## config.mk

```make
export PLATFORM = sky130hd
export DESIGN_NAME = upload_arbiter
export DESIGN_NICKNAME = d
export VERILOG_FILES = /design/src/rtl/upload_arbiter.sv
export SDC_FILE = /design/constraint.sdc
export NUM_CORES = 1
export LEC_CHECK = 0
export BUFFER_PORTS_ARGS = -buffer_cell sky130_fd_sc_hd__buf_2
export CORE_ASPECT_RATIO = 1.25
export CORE_MARGIN = 10
export CORE_UTILIZATION = 35
export DETAILED_ROUTE_END_ITERATION = 12
export PLACE_DENSITY = 0.79
export SLEW_MARGIN = 10
export SYNTH_ARGS = -nofsm -noshare
export SYNTH_HDL_FRONTEND = slang
export SYNTH_SLANG_ARGS = --single-unit
```

## constraint.sdc

```tcl
create_clock -name clk -period 2.2 [get_ports clk]
set_input_delay 0.11 -clock clk [delete_from_list [all_inputs] [get_ports clk]]
set_output_delay 0.11 -clock clk [all_outputs]
set_load 0.02 [all_outputs]
```

## src/rtl/upload_arbiter.sv

```systemverilog
// Packet-granular round-robin arbiter sharing the command_processor upload channel among handlers.
// Optional idle-grant watchdog is built when UPLOAD_ARB_TIMEOUT_EN is defined.
module upload_arbiter #(
    parameter int NUM_SOURCES    = 4,
    parameter int DATA_WIDTH     = 8,
    parameter int TIMEOUT_CYCLES = 1024
) (
    input  logic                              clk,
    input  logic                              rst_n,
    input  logic [NUM_SOURCES-1:0]            src_upload_req,
    input  logic [NUM_SOURCES*DATA_WIDTH-1:0] src_upload_data,
    input  logic [NUM_SOURCES*DATA_WIDTH-1:0] src_upload_source,
    input  logic [NUM_SOURCES-1:0]            src_upload_valid,
    output logic [NUM_SOURCES-1:0]            src_upload_ready,
    output logic                              merged_upload_req,
    output logic [DATA_WIDTH-1:0]             merged_upload_data,
    output logic [DATA_WIDTH-1:0]             merged_upload_source,
    output logic                              merged_upload_valid,
    input  logic                              merged_upload_ready,
    output logic [NUM_SOURCES-1:0]            grant_onehot,
    output logic                              busy,
    output logic                              timeout_pulse
);

    // state   | meaning
    // IDLE    | no owner, merged outputs quiet, arbitrate pending requests
    // GRANTED | one source owns the channel until it drops req and valid
    localparam int IDX_W = $clog2(NUM_SOURCES);
    localparam logic [NUM_SOURCES-1:0] GRANT_ONE = {{(NUM_SOURCES-1){1'b0}}, 1'b1};
    localparam logic [IDX_W-1:0] LAST_RESET = IDX_W'(NUM_SOURCES - 1);

    typedef enum logic {
        IDLE    = 1'b0,
        GRANTED = 1'b1
    } state_t;

    state_t           state;
    logic [IDX_W-1:0] grant_idx;
    logic [IDX_W-1:0] last_grant;
    logic [IDX_W-1:0] pick_idx;
    logic [IDX_W-1:0] cand_idx;
    logic             pick_found;
    logic             beat;
    logic             release_now;
    logic             wd_expire;
    int               cand;

    // Search starts just after the previous owner; wrap is modulo NUM_SOURCES.
    always_comb begin
        pick_found = 1'b0;
        pick_idx   = '0;
        cand       = 0;
        cand_idx   = '0;
        for (int k = 1; k <= NUM_SOURCES; k++) begin
            cand = int'(last_grant) + k;
            if (cand >= NUM_SOURCES) begin
                cand = cand - NUM_SOURCES;
            end
            cand_idx = IDX_W'(cand);
            if (!pick_found && src_upload_req[cand_idx]) begin
                pick_found = 1'b1;
                pick_idx   = cand_idx;
            end
        end
    end

    always_comb begin
        merged_upload_req    = 1'b0;
        merged_upload_data   = '0;
        merged_upload_source = '0;
        merged_upload_valid  = 1'b0;
        src_upload_ready     = '0;
        if (state == GRANTED) begin
            merged_upload_req           = src_upload_req[grant_idx];
            merged_upload_data          = src_upload_data[int'(grant_idx)*DATA_WIDTH +: DATA_WIDTH];
            merged_upload_source        = src_upload_source[int'(grant_idx)*DATA_WIDTH +: DATA_WIDTH];
            merged_upload_valid         = src_upload_valid[grant_idx];
            src_upload_ready[grant_idx] = merged_upload_ready;
        end
    end

    assign beat        = merged_upload_valid & merged_upload_ready;
    assign release_now = (state == GRANTED) && !src_upload_req[grant_idx]
                         && !src_upload_valid[grant_idx];

`ifdef UPLOAD_ARB_TIMEOUT_EN
    localparam int WD_W = $clog2(TIMEOUT_CYCLES + 1);
    logic [WD_W-1:0] wd_count;

    assign wd_expire = (state == GRANTED) && !beat
                       && (wd_count == WD_W'(TIMEOUT_CYCLES - 1));
`else
    logic [31:0] unused_timeout_cfg;

    assign unused_timeout_cfg = 32'(TIMEOUT_CYCLES);
    assign wd_expire          = 1'b0;
    assign timeout_pulse      = 1'b0;
`endif

    always_ff @(posedge clk) begin
        if (!rst_n) begin
            state        <= IDLE;
            grant_idx    <= '0;
            last_grant   <= LAST_RESET;
            grant_onehot <= '0;
            busy         <= 1'b0;
`ifdef UPLOAD_ARB_TIMEOUT_EN
            wd_count      <= '0;
            timeout_pulse <= 1'b0;
`endif
        end else begin
`ifdef UPLOAD_ARB_TIMEOUT_EN
            timeout_pulse <= 1'b0;
`endif
            case (state)
                IDLE: begin
                    if (pick_found) begin
                        state        <= GRANTED;
                        grant_idx    <= pick_idx;
                        grant_onehot <= GRANT_ONE << pick_idx;
                        busy         <= 1'b1;
`ifdef UPLOAD_ARB_TIMEOUT_EN
                        wd_count     <= '0;
`endif
                    end
                end
                GRANTED: begin
                    // A normal release in the same cycle as expiry is not a timeout.
                    if (release_now || wd_expire) begin
                        state        <= IDLE;
                        last_grant   <= grant_idx;
                        grant_onehot <= '0;
                        busy         <= 1'b0;
`ifdef UPLOAD_ARB_TIMEOUT_EN
                        timeout_pulse <= !release_now;
`endif
                    end
`ifdef UPLOAD_ARB_TIMEOUT_EN
                    if (beat) begin
                        wd_count <= '0;
                    end else begin
                        wd_count <= wd_count + WD_W'(1);
                    end
`endif
                end
                default: state <= IDLE;
            endcase
        end
    end

endmodule

```

==> results.sh, run 1 <==
export IMPL_outcome="finished clean"
export IMPL_grt_usage_pct=14.76
export IMPL_dp_hpwl_um=3993
export IMPL_post_cts_resized=0
export IMPL_synth_top_area_share_pct=38.34
export IMPL_wl_um=4509
export IMPL_maxSlewHeadroom_pct=63.09
export IMPL_synth_distinct_cells=27
export IMPL_power_leakage_nw=0.8158
export IMPL_clkSlewWorstSetupHoldPaths_ps=70
export IMPL_crit_buf_inv=2
export IMPL_n_antenna_cell=0
export IMPL_postRouteAntennaNets=0
export IMPL_crit_family="multiplexers"
export IMPL_viasPerCell=5.510
export IMPL_tns_ps=0
export IMPL_gp_congestion=0.8366
export IMPL_fmax_mhz=499.0
export IMPL_coreArea_mm2=0.002918
export IMPL_synth_edf_count=0
export IMPL_max_cap_violations=0
export IMPL_drc=0
export IMPL_area_growth_pct=54.56
export IMPL_num_fill_cells=288
export IMPL_crit_slowest_cell="mux4_2"
export IMPL_syn_avg_cell_area_um2=10.07
export IMPL_critical_path_class="reg -> out"
export IMPL_numClockSinks=10
export IMPL_seqCellArea_um2=200.2
export IMPL_grt_pass1_wl_um=6789
export IMPL_drive_gt1_share_pct=62.93
export IMPL_syn_inst=105
export IMPL_wl_per_cell_um=18.71
export IMPL_ys_seq_area_share_pct=18.93
export IMPL_ys_warn_count=0
export IMPL_clockBufferDepth=2
export IMPL_async_flop_share_pct=0
export IMPL_hold_violations=0
export IMPL_cts_tree="yes"
export IMPL_ctsHoldBuffers=0
export IMPL_syn_num_nets=180
export IMPL_cp_start_kind="register"
export IMPL_hold_ws_ps=107.3
export IMPL_num_rows=22
export IMPL_dr_pass1_iters=4
export IMPL_grt_max_degree=21
export IMPL_boundaryPins=103
export IMPL_netlist_top_cells_count="and2_1, mux4_2, dfxtp_1, nand2_1"
export IMPL_dr_first_iter_drc_count=95
export IMPL_yosys_register_bits=10
export IMPL_cp_arrival_ps=1890
export IMPL_syn_area_mm2=0.001057
export IMPL_fin_worst_skew_ps=1.841
export IMPL_ir_worst_vdd_mv=0.2888
export IMPL_numCtsBuffers=3
export IMPL_finalCritPeriodShare_pct=91.09
export IMPL_cts_root_buf="clkbuf_4"
export IMPL_grt_pass1_vias=1274
export IMPL_start_util_pct=36.23
export IMPL_critPathMaxFanout=19
export IMPL_tightest_slew_ps=549.5
export IMPL_setup_viol_count_final=0
export IMPL_cp_end_kind="output port"
export IMPL_synthTopCellsByArea="mux4_2, dfxtp_1, and2_1"
export IMPL_io_buffers=101
export IMPL_dieArea_mm2=0.005633
export IMPL_post_cts_setup_buffer_count=0
export IMPL_slowest_delay_ps=520
export IMPL_hp_class="in -> reg"
export IMPL_finalMaxSlewViolations=0
export IMPL_multi_input_area_um2=794.5
export IMPL_fp_dieH_um=81.45
export IMPL_die_w_um=69.16
export IMPL_path_cells="buf_6, mux4_2, and2_1, buf_2"
export IMPL_grt_ovfl_total=0
export IMPL_route_vias_total=1328
export IMPL_fin_nets=281
export IMPL_htree_levels=1
export IMPL_cp_depth=4
export IMPL_whs_path_depth=2
export IMPL_r2r_cells=4
export IMPL_antenna_found_initial=0
export IMPL_power_density_mw_per_mm2=477.7
export IMPL_clock_latency_ps=270
export IMPL_synth_ff_type="dfxtp_1"
export IMPL_grt_setup_unrepaired="no"
export IMPL_yosysTopAreaCell="mux4_2"
export IMPL_required_ps=2090
export IMPL_period_minus_slack_ps=2004
## stage by stage
| stage | setup WS [ps] | util [%] | instances | total power (W) | cell area, um^2 |
|---|---|---|---|---|---|
| after floorplan | 514.9 | - | 105 | 0.0004740 | 1057 |
| after detailed placement | 321.3 | 54.63 | 237 | 0.0006193 | 1594 |
| after global placement | 365.8 | 54.63 | 237 | 0.0006095 | 1594 |
| after global routing | 68.75 | 56.00 | 241 | 0.0008310 | 1634 |
| after CTS | 85.38 | 55.87 | 241 | 0.0007854 | 1630 |
| final | 196.0 | 56.00 | 241 | 0.0007806 | 1634 |
## state kept, by name, indices dropped and copies added (netlist names)
register / flops
busy: 1
grant_onehot: 4
state: 1
last_grant: 2
grant_idx: 2
## power breakdown
| group | internal (W) | total, W | switching, W |
|---|---|---|---|
| Combinational | 0.000201 | 0.000398 | 0.000196 |
| Clock | 0.000101 | 0.000167 | 0.0000667 |
| Sequential | 0.000198 | 0.000216 | 0.0000178 |
| Total | 0.000500 | 0.000781 | 0.000281 |
## cells by family after synthesis
group	Yosys count	share of synthesized area (%)
buffers and inverters	13	5.917
other	1	0.3547
AO/OA/AOI/OAI	15	9.823
multiplexers	21	41.18
AND/OR/NAND/NOR	45	23.79
flip-flops	10	18.93
## worst paths after layout
path                                   start                       to  slack (ps)
worst max-delay path            grant_idx[0]  merged_upload_source[5]         200
worst min-delay path                   rst_n            last_grant[0]         110
worst max register to register  grant_idx[0]            last_grant[1]         290
worst min register to register          busy                     busy         490
## placed cells by master, fill, tap and decap left out, types with 2 or more instances in the layout
master	count
o211ai_1	2
dfxtp_1	10
buf_4	4
mux4_2	18
nand2b_1	2
nor3_1	5
clkbuf_4	3
a41o_1	2
mux2i_1	3
a21oi_1	2
nand2_1	9
inv_1	3
nor2_1	6
o32ai_1	2
and2_1	18
o21ai_0	4
buf_2	101
## layout make-up
class                           instances  share of cell area [%]
Sequential cell                        10                   12.25
Clock buffer                            4                   2.221
Timing Repair Buffer                  106                   33.46
Inverter                                3                  0.6891
Multi-Input combinational cell         82                   48.62
Tap cell                               36                   2.757
## routing by layer
layer / up-vias / routed length, um / global-route usage [%] / share of wire, %
met1: 630 / 1714 / 17.90 / 38
met2: 92 / 2229 / 25.64 / 49
met5: - / 0 / 0 / 0
met3: 7 / 517 / 4.222 / 11
li1: 599 / - / - / -
met4: 0 / 48 / 3.024 / 1.1
(Power assumes the default switching activity.)
==> inputs of run 2 (changes only) <==
--- a/config.mk
+++ b/config.mk
@@ -11,6 +11,7 @@
 export CORE_UTILIZATION = 35
 export DETAILED_ROUTE_END_ITERATION = 12
 export PLACE_DENSITY = 0.79
+export SETUP_SLACK_MARGIN = 0.4
 export SLEW_MARGIN = 10
 export SYNTH_ARGS = -nofsm -noshare
 export SYNTH_HDL_FRONTEND = slang
==> run 2 against run 1 <==
  * Sequential power about the same
  * Non-clock buffer count up 3
  * Via count up 0.68%
  * Die area unchanged
  * Flip-flop and latch count unchanged
  * Largest cell class unchanged
  * Highest routed layer unchanged
  * Total power up 3.1%
  * Critical endpoint unchanged
  * Critical path depth unchanged
  * Sequential share of layout area down 0.094 points
  * First-iteration DRC count down 3.2%
  * Routed wire length up 4.4%
  * Clock skew up 0.55 ps
  * Maximum frequency up 13%
==> results.sh, run 2 (same netlist as run 1, synthesis figures left out) <==
export IMPL_ir_worst_vdd_mv=0.3046
export IMPL_num_rows=22
export IMPL_io_buffers=101
export IMPL_cp_end_kind="output port"
export IMPL_cts_root_buf="clkbuf_4"
export IMPL_dr_first_iter_drc_count=92
export IMPL_layout_commonest_cell="buf_2"
export IMPL_tns_ps=0
export IMPL_n_antenna_cell=0
export IMPL_outcome="finished clean"
export IMPL_htree_levels=1
export IMPL_critPathMaxFanout=10
export IMPL_drive_gt1_share_pct=64.42
export IMPL_fmax_mhz=565.4
export IMPL_grt_pass1_wl_um=6789
export IMPL_finalCritPeriodShare_pct=80.40
export IMPL_gp_congestion=0.8366
export IMPL_largest_register="grant_onehot"
export IMPL_top_regs="grant_onehot (4), grant_idx (2), last_grant (2)"
export IMPL_antenna_found_initial=0
export IMPL_cts_tree="yes"
export IMPL_clockBufferDepth=2
export IMPL_hold_ws_ps=106.5
export IMPL_dp_hpwl_um=3993
export IMPL_numClockSinks=10
export IMPL_hp_class="in -> reg"
export IMPL_placed_cell_area_mm2=0.001594
export IMPL_critical_path_class="reg -> out"
export IMPL_wl_um=4708
export IMPL_hold_violations=0
export IMPL_grt_max_degree=21
export IMPL_setup_viol_count_final=0
export IMPL_clkSlewWorstSetupHoldPaths_ps=70
export IMPL_wl_per_cell_um=19.30
export IMPL_fin_worst_skew_ps=2.389
export IMPL_postRouteAntennaNets=0
export IMPL_maxSlewHeadroom_pct=63.55
export IMPL_area_growth_pct=59.65
export IMPL_fin_nets=284
export IMPL_boundaryPins=103
export IMPL_viasPerCell=5.480
export IMPL_most_common_layout_cells="buf_2, mux4_2, and2_1"
export IMPL_route_vias_total=1337
export IMPL_max_cap_violations=0
export IMPL_largest_reg_flops=4
export IMPL_grt_usage_pct=14.76
export IMPL_power_leakage_nw=0.8412
export IMPL_tightest_slew_ps=542.6
export IMPL_finalMaxSlewViolations=0
export IMPL_die_w_um=69.16
export IMPL_dr_pass1_iters=4
export IMPL_required_ps=2090
export IMPL_grt_ovfl_total=0
export IMPL_dieArea_mm2=0.005633
export IMPL_grt_pass1_vias=1272
export IMPL_coreArea_mm2=0.002918
export IMPL_design_area_mm2=0.001688
export IMPL_power_density_mw_per_mm2=477.1
export IMPL_num_fill_cells=283
export IMPL_cp_arrival_ps=1660
export IMPL_fp_dieH_um=81.45
export IMPL_clock_latency_ps=270
export IMPL_numCtsBuffers=3
export IMPL_grt_setup_unrepaired="yes"
export IMPL_ctsHoldBuffers=0
export IMPL_period_minus_slack_ps=1769
export IMPL_start_util_pct=36.23
export IMPL_cp_start_kind="register"
export IMPL_drc=0
[run 2: changes by cell type in the layout (fill, tap and decap cells not counted)]
cell	change
buf_4	+2
dfxtp_1	-2
buf_12	+1
buf_6	-1
clkbuf_16	+1
dfxtp_2	+1
dfxtp_4	+1
[run 2: routing by layer]
| layer | global-route usage (%) | vias to the layer above | wire length [um] |
|---|---|---|---|
| met5 | 0 | - | 0 |
| met1 | 17.90 | 636 | 1799 |
| met4 | 3.024 | 0 | 82 |
| met3 | 4.222 | 11 | 443 |
| met2 | 25.64 | 88 | 2382 |
| li1 | - | 602 | - |
[run 2: timing repair]
item                       in CTS  in global routing
setup buffers                   0                  2
resized for setup               5                  1
setup endpoints to repair      18                 18
pin swaps                       0                  1
cloned                          0                  1
[run 2: worst paths after layout]
path	startpoint	to	slack (ps)	cells past startpoint
worst max-delay path	grant_idx[0]	merged_upload_source[5]	430	4
worst min-delay path	rst_n	last_grant[0]	110	2
worst max register to register	grant_idx[0]	last_grant[1]	450	4
worst min register to register	busy	busy	500	2
[run 2: where the power goes]
group	switching, W	internal (W)
clock network	0.0000680	0.000101
logic	0.000201	0.000218
registers	0.0000187	0.000199
[run 2: stage by stage]
stage          setup WS, ps  util [%]  std cells  power [W]
2_1_floorplan         514.9         -        105  0.0004740
3_3_place_gp          365.8     54.63        237  0.0006095
3_5_place_dp          321.3     54.63        237  0.0006193
4_1_cts               374.5     56.43        241  0.0007924
5_1_grt               364.1     57.85        244  0.0008546
6_report              431.2     57.85        244  0.0008052
[run 2: area by class of cell]
type	count	area [um^2]	area share [%]
multi-input cells	82	794.5	47.07
repair buffers	109	595.6	35.29
flip-flops and latches	10	205.2	12.16
well taps	36	45.04	2.669
clock buffers	4	36.28	2.150
inverters	3	11.26	0.6672
[run 2: critical path, stage by stage (launching register included)]
cell and delay [ps]:
dfxtp_4 400, buf_12 160, mux4_2 500, and2_1 170, buf_2 160
==> inputs of run 3 (changes only) <==
--- a/config.mk
+++ b/config.mk
@@ -8,9 +8,9 @@
 export BUFFER_PORTS_ARGS = -buffer_cell sky130_fd_sc_hd__buf_2
 export CORE_ASPECT_RATIO = 1.25
 export CORE_MARGIN = 10
-export CORE_UTILIZATION = 35
+export CORE_UTILIZATION = 33
 export DETAILED_ROUTE_END_ITERATION = 12
-export PLACE_DENSITY = 0.79
+export PLACE_DENSITY = 0.78
 export SETUP_SLACK_MARGIN = 0.4
 export SLEW_MARGIN = 10
 export SYNTH_ARGS = -nofsm -noshare
==> constraint.sdc (replaced) <==
create_clock -name clk -period 1.6 [get_ports clk]
set_input_delay 0.08 -clock clk [delete_from_list [all_inputs] [get_ports clk]]
set_output_delay 0.08 -clock clk [all_outputs]
set_load 0.02 [all_outputs]
==> run 3 against run 2 <==
  * Clock power down 5%
  * Critical path depth stayed put
  * Critical endpoint is now merged_upload_source[3]
  * Hold slack lost 8.8 ps
  * Clock-buffer cell count shrank 1
  * Design area rose by 25%
  * Clock skew fell by 2.0 ps
  * Via count is 1.9% higher
  * Non-clock buffer count increased by 10
  * First-iteration DRC count grew 14%
  * The run now ends with setup timing left
  * Utilization is 13 points higher
  * Combinational power up 99%
==> results.sh, run 3 (same netlist as run 1, synthesis figures left out) <==
export IMPL_start_util_pct=35.24
export IMPL_area_growth_pct=100.0
export IMPL_grt_ovfl_total=0
export IMPL_power_total_w=0.001299
export IMPL_setup_ws_ps=-106.7
export IMPL_gp_congestion=0.8139
export IMPL_grt_setup_unrepaired="yes"
export IMPL_max_cap_violations=0
export IMPL_top_regs="grant_onehot (4), grant_idx (2), last_grant (2)"
export IMPL_hold_violations=0
export IMPL_most_common_layout_cells="buf_2, buf_6, mux4_2"
export IMPL_n_antenna_cell=0
export IMPL_die_w_um=70.63
export IMPL_dr_first_iter_drc_count=105
export IMPL_critical_path_class="reg -> out"
export IMPL_placed_cell_area_mm2=0.001650
export IMPL_ir_worst_vdd_mv=0.6271
export IMPL_grt_max_degree=21
export IMPL_tns_ps=-1479
export IMPL_clockBufferDepth=2
export IMPL_finalCritPeriodShare_pct=106.7
export IMPL_largest_reg_flops=4
export IMPL_outcome="finished, violations left"
export IMPL_fmax_mhz=585.9
export IMPL_dr_pass1_iters=4
export IMPL_boundaryPins=103
export IMPL_hp_class="in -> reg"
export IMPL_ctsHoldBuffers=0
export IMPL_r2r_slack_ps=-70
export IMPL_largest_register="grant_onehot"
export IMPL_coreArea_mm2=0.003000
export IMPL_wl_met2_um=2817
export IMPL_wl_per_cell_um=22.00
export IMPL_power_leakage_nw=0.9786
export IMPL_cp_start_kind="register"
export IMPL_pre_cts_ws_ps=-55.84
export IMPL_clkSlewWorstSetupHoldPaths_ps=60
export IMPL_cts_tree="yes"
export IMPL_grt_pass1_vias=1414
export IMPL_period_minus_slack_ps=1707
export IMPL_num_rows=22
export IMPL_fin_nets=294
export IMPL_required_ps=1520
export IMPL_num_fill_cells=190
export IMPL_crit_start="grant_idx[0]"
export IMPL_antenna_found_initial=0
export IMPL_grt_pass1_wl_um=7962
export IMPL_drc=0
export IMPL_route_vias_total=1363
export IMPL_numCtsBuffers=3
export IMPL_grt_usage_pct=16.57
export IMPL_finalMaxSlewViolations=0
export IMPL_cp_arrival_ps=1630
export IMPL_r2r_start="grant_idx[0]"
export IMPL_wl_met1_um=1996
export IMPL_r2r_cells=5
export IMPL_critPathMaxFanout=5
export IMPL_dieArea_mm2=0.005882
export IMPL_power_density_mw_per_mm2=614.2
export IMPL_wl_um=5565
export IMPL_clock_latency_ps=250
export IMPL_numClockSinks=10
export IMPL_setup_viol_count_final=23
export IMPL_path_cells="buf_6, mux4_2, and2_4, buf_6"
export IMPL_cpMostUsedCell="buf_6"
export IMPL_cp_end_kind="output port"
export IMPL_dp_hpwl_um=3868
export IMPL_top_layer_used="met4"
export IMPL_drive_gt1_share_pct=82.95
export IMPL_layout_commonest_cell="buf_2"
export IMPL_fin_worst_skew_ps=0.4279
export IMPL_crit_end="merged_upload_source[3]"
export IMPL_crit_slowest_cell="mux4_2"
export IMPL_hold_ws_ps=97.68
export IMPL_rr_endpoint="last_grant[1]"
export IMPL_design_area_mm2=0.002115
export IMPL_cts_root_buf="clkbuf_4"
export IMPL_htree_levels=1
export IMPL_postRouteAntennaNets=0
export IMPL_route_met3_wl_um=671
export IMPL_viasPerCell=5.387
export IMPL_violations="setup timing"
export IMPL_slowest_delay_ps=530
export IMPL_io_buffers=101
export IMPL_fp_dieH_um=83.29
==> run 3: cell types whose count changed in the layout (fill, tap and decap cells not counted), sizes merged <==
cell    change
buf        +11
clkbuf      -2
==> run 3: worst min-delay path by stage <==
| stage | start | endpoint | depth (start not counted) |
|---|---|---|---|
| final | rst_n | last_grant[0] | 2 |
| after global routing | rst_n | last_grant[0] | 2 |
| after CTS | rst_n | last_grant[0] | 2 |
| after detailed placement | rst_n | last_grant[0] | 2 |
| after global placement | rst_n | last_grant[0] | 2 |
| after floorplan | rst_n | busy | 2 |
==> run 3: cell type report <==
class	instances	area (um^2)	area share, %
inverter	3	16.27	0.7692
tap	36	45.04	2.130
clock buffer	3	22.52	1.065
multi-input combinational	82	937.1	44.32
sequential	10	211.5	10.00
timing repair buffer	119	882.1	41.72
==> run 3: what timing repair did <==
action / CTS / global route
setup endpoints to repair: 32 / 32
hold endpoints to repair: 0 / 0
pin swaps: 23 / 6
gates cloned: 2 / 0
resized for setup: 87 / 16
buffers inserted: 4 / 3
==> run 3: layer usage <==
layer,vias to the layer above,GRT usage [%]
li1,622,-
met4,0,3.866
met5,-,0
met3,8,4.762
met2,101,28.14
met1,632,19.87
==> run 3: metrics by stage <==
step / std cells / util [%]
detailed placement: 241 / 55.00
global route: 253 / 70.48
CTS: 250 / 67.76
finish: 253 / 70.48
global placement: 241 / 55.00
floorplan: 105 / -
==> run 3: critical path, delay by kind of cell (launching register included) <==
family        cells  cell delay, ps
mux               1             530
simple gates      1             160
flops             1             410
buf+inv           2             270
==> run 3: where the power goes <==
group / internal (W) / switching (W)
combinational: 0.000477 / 0.000357
clock: 0.0000863 / 0.0000749
sequential: 0.000274 / 0.0000293
total: 0.000838 / 0.000461
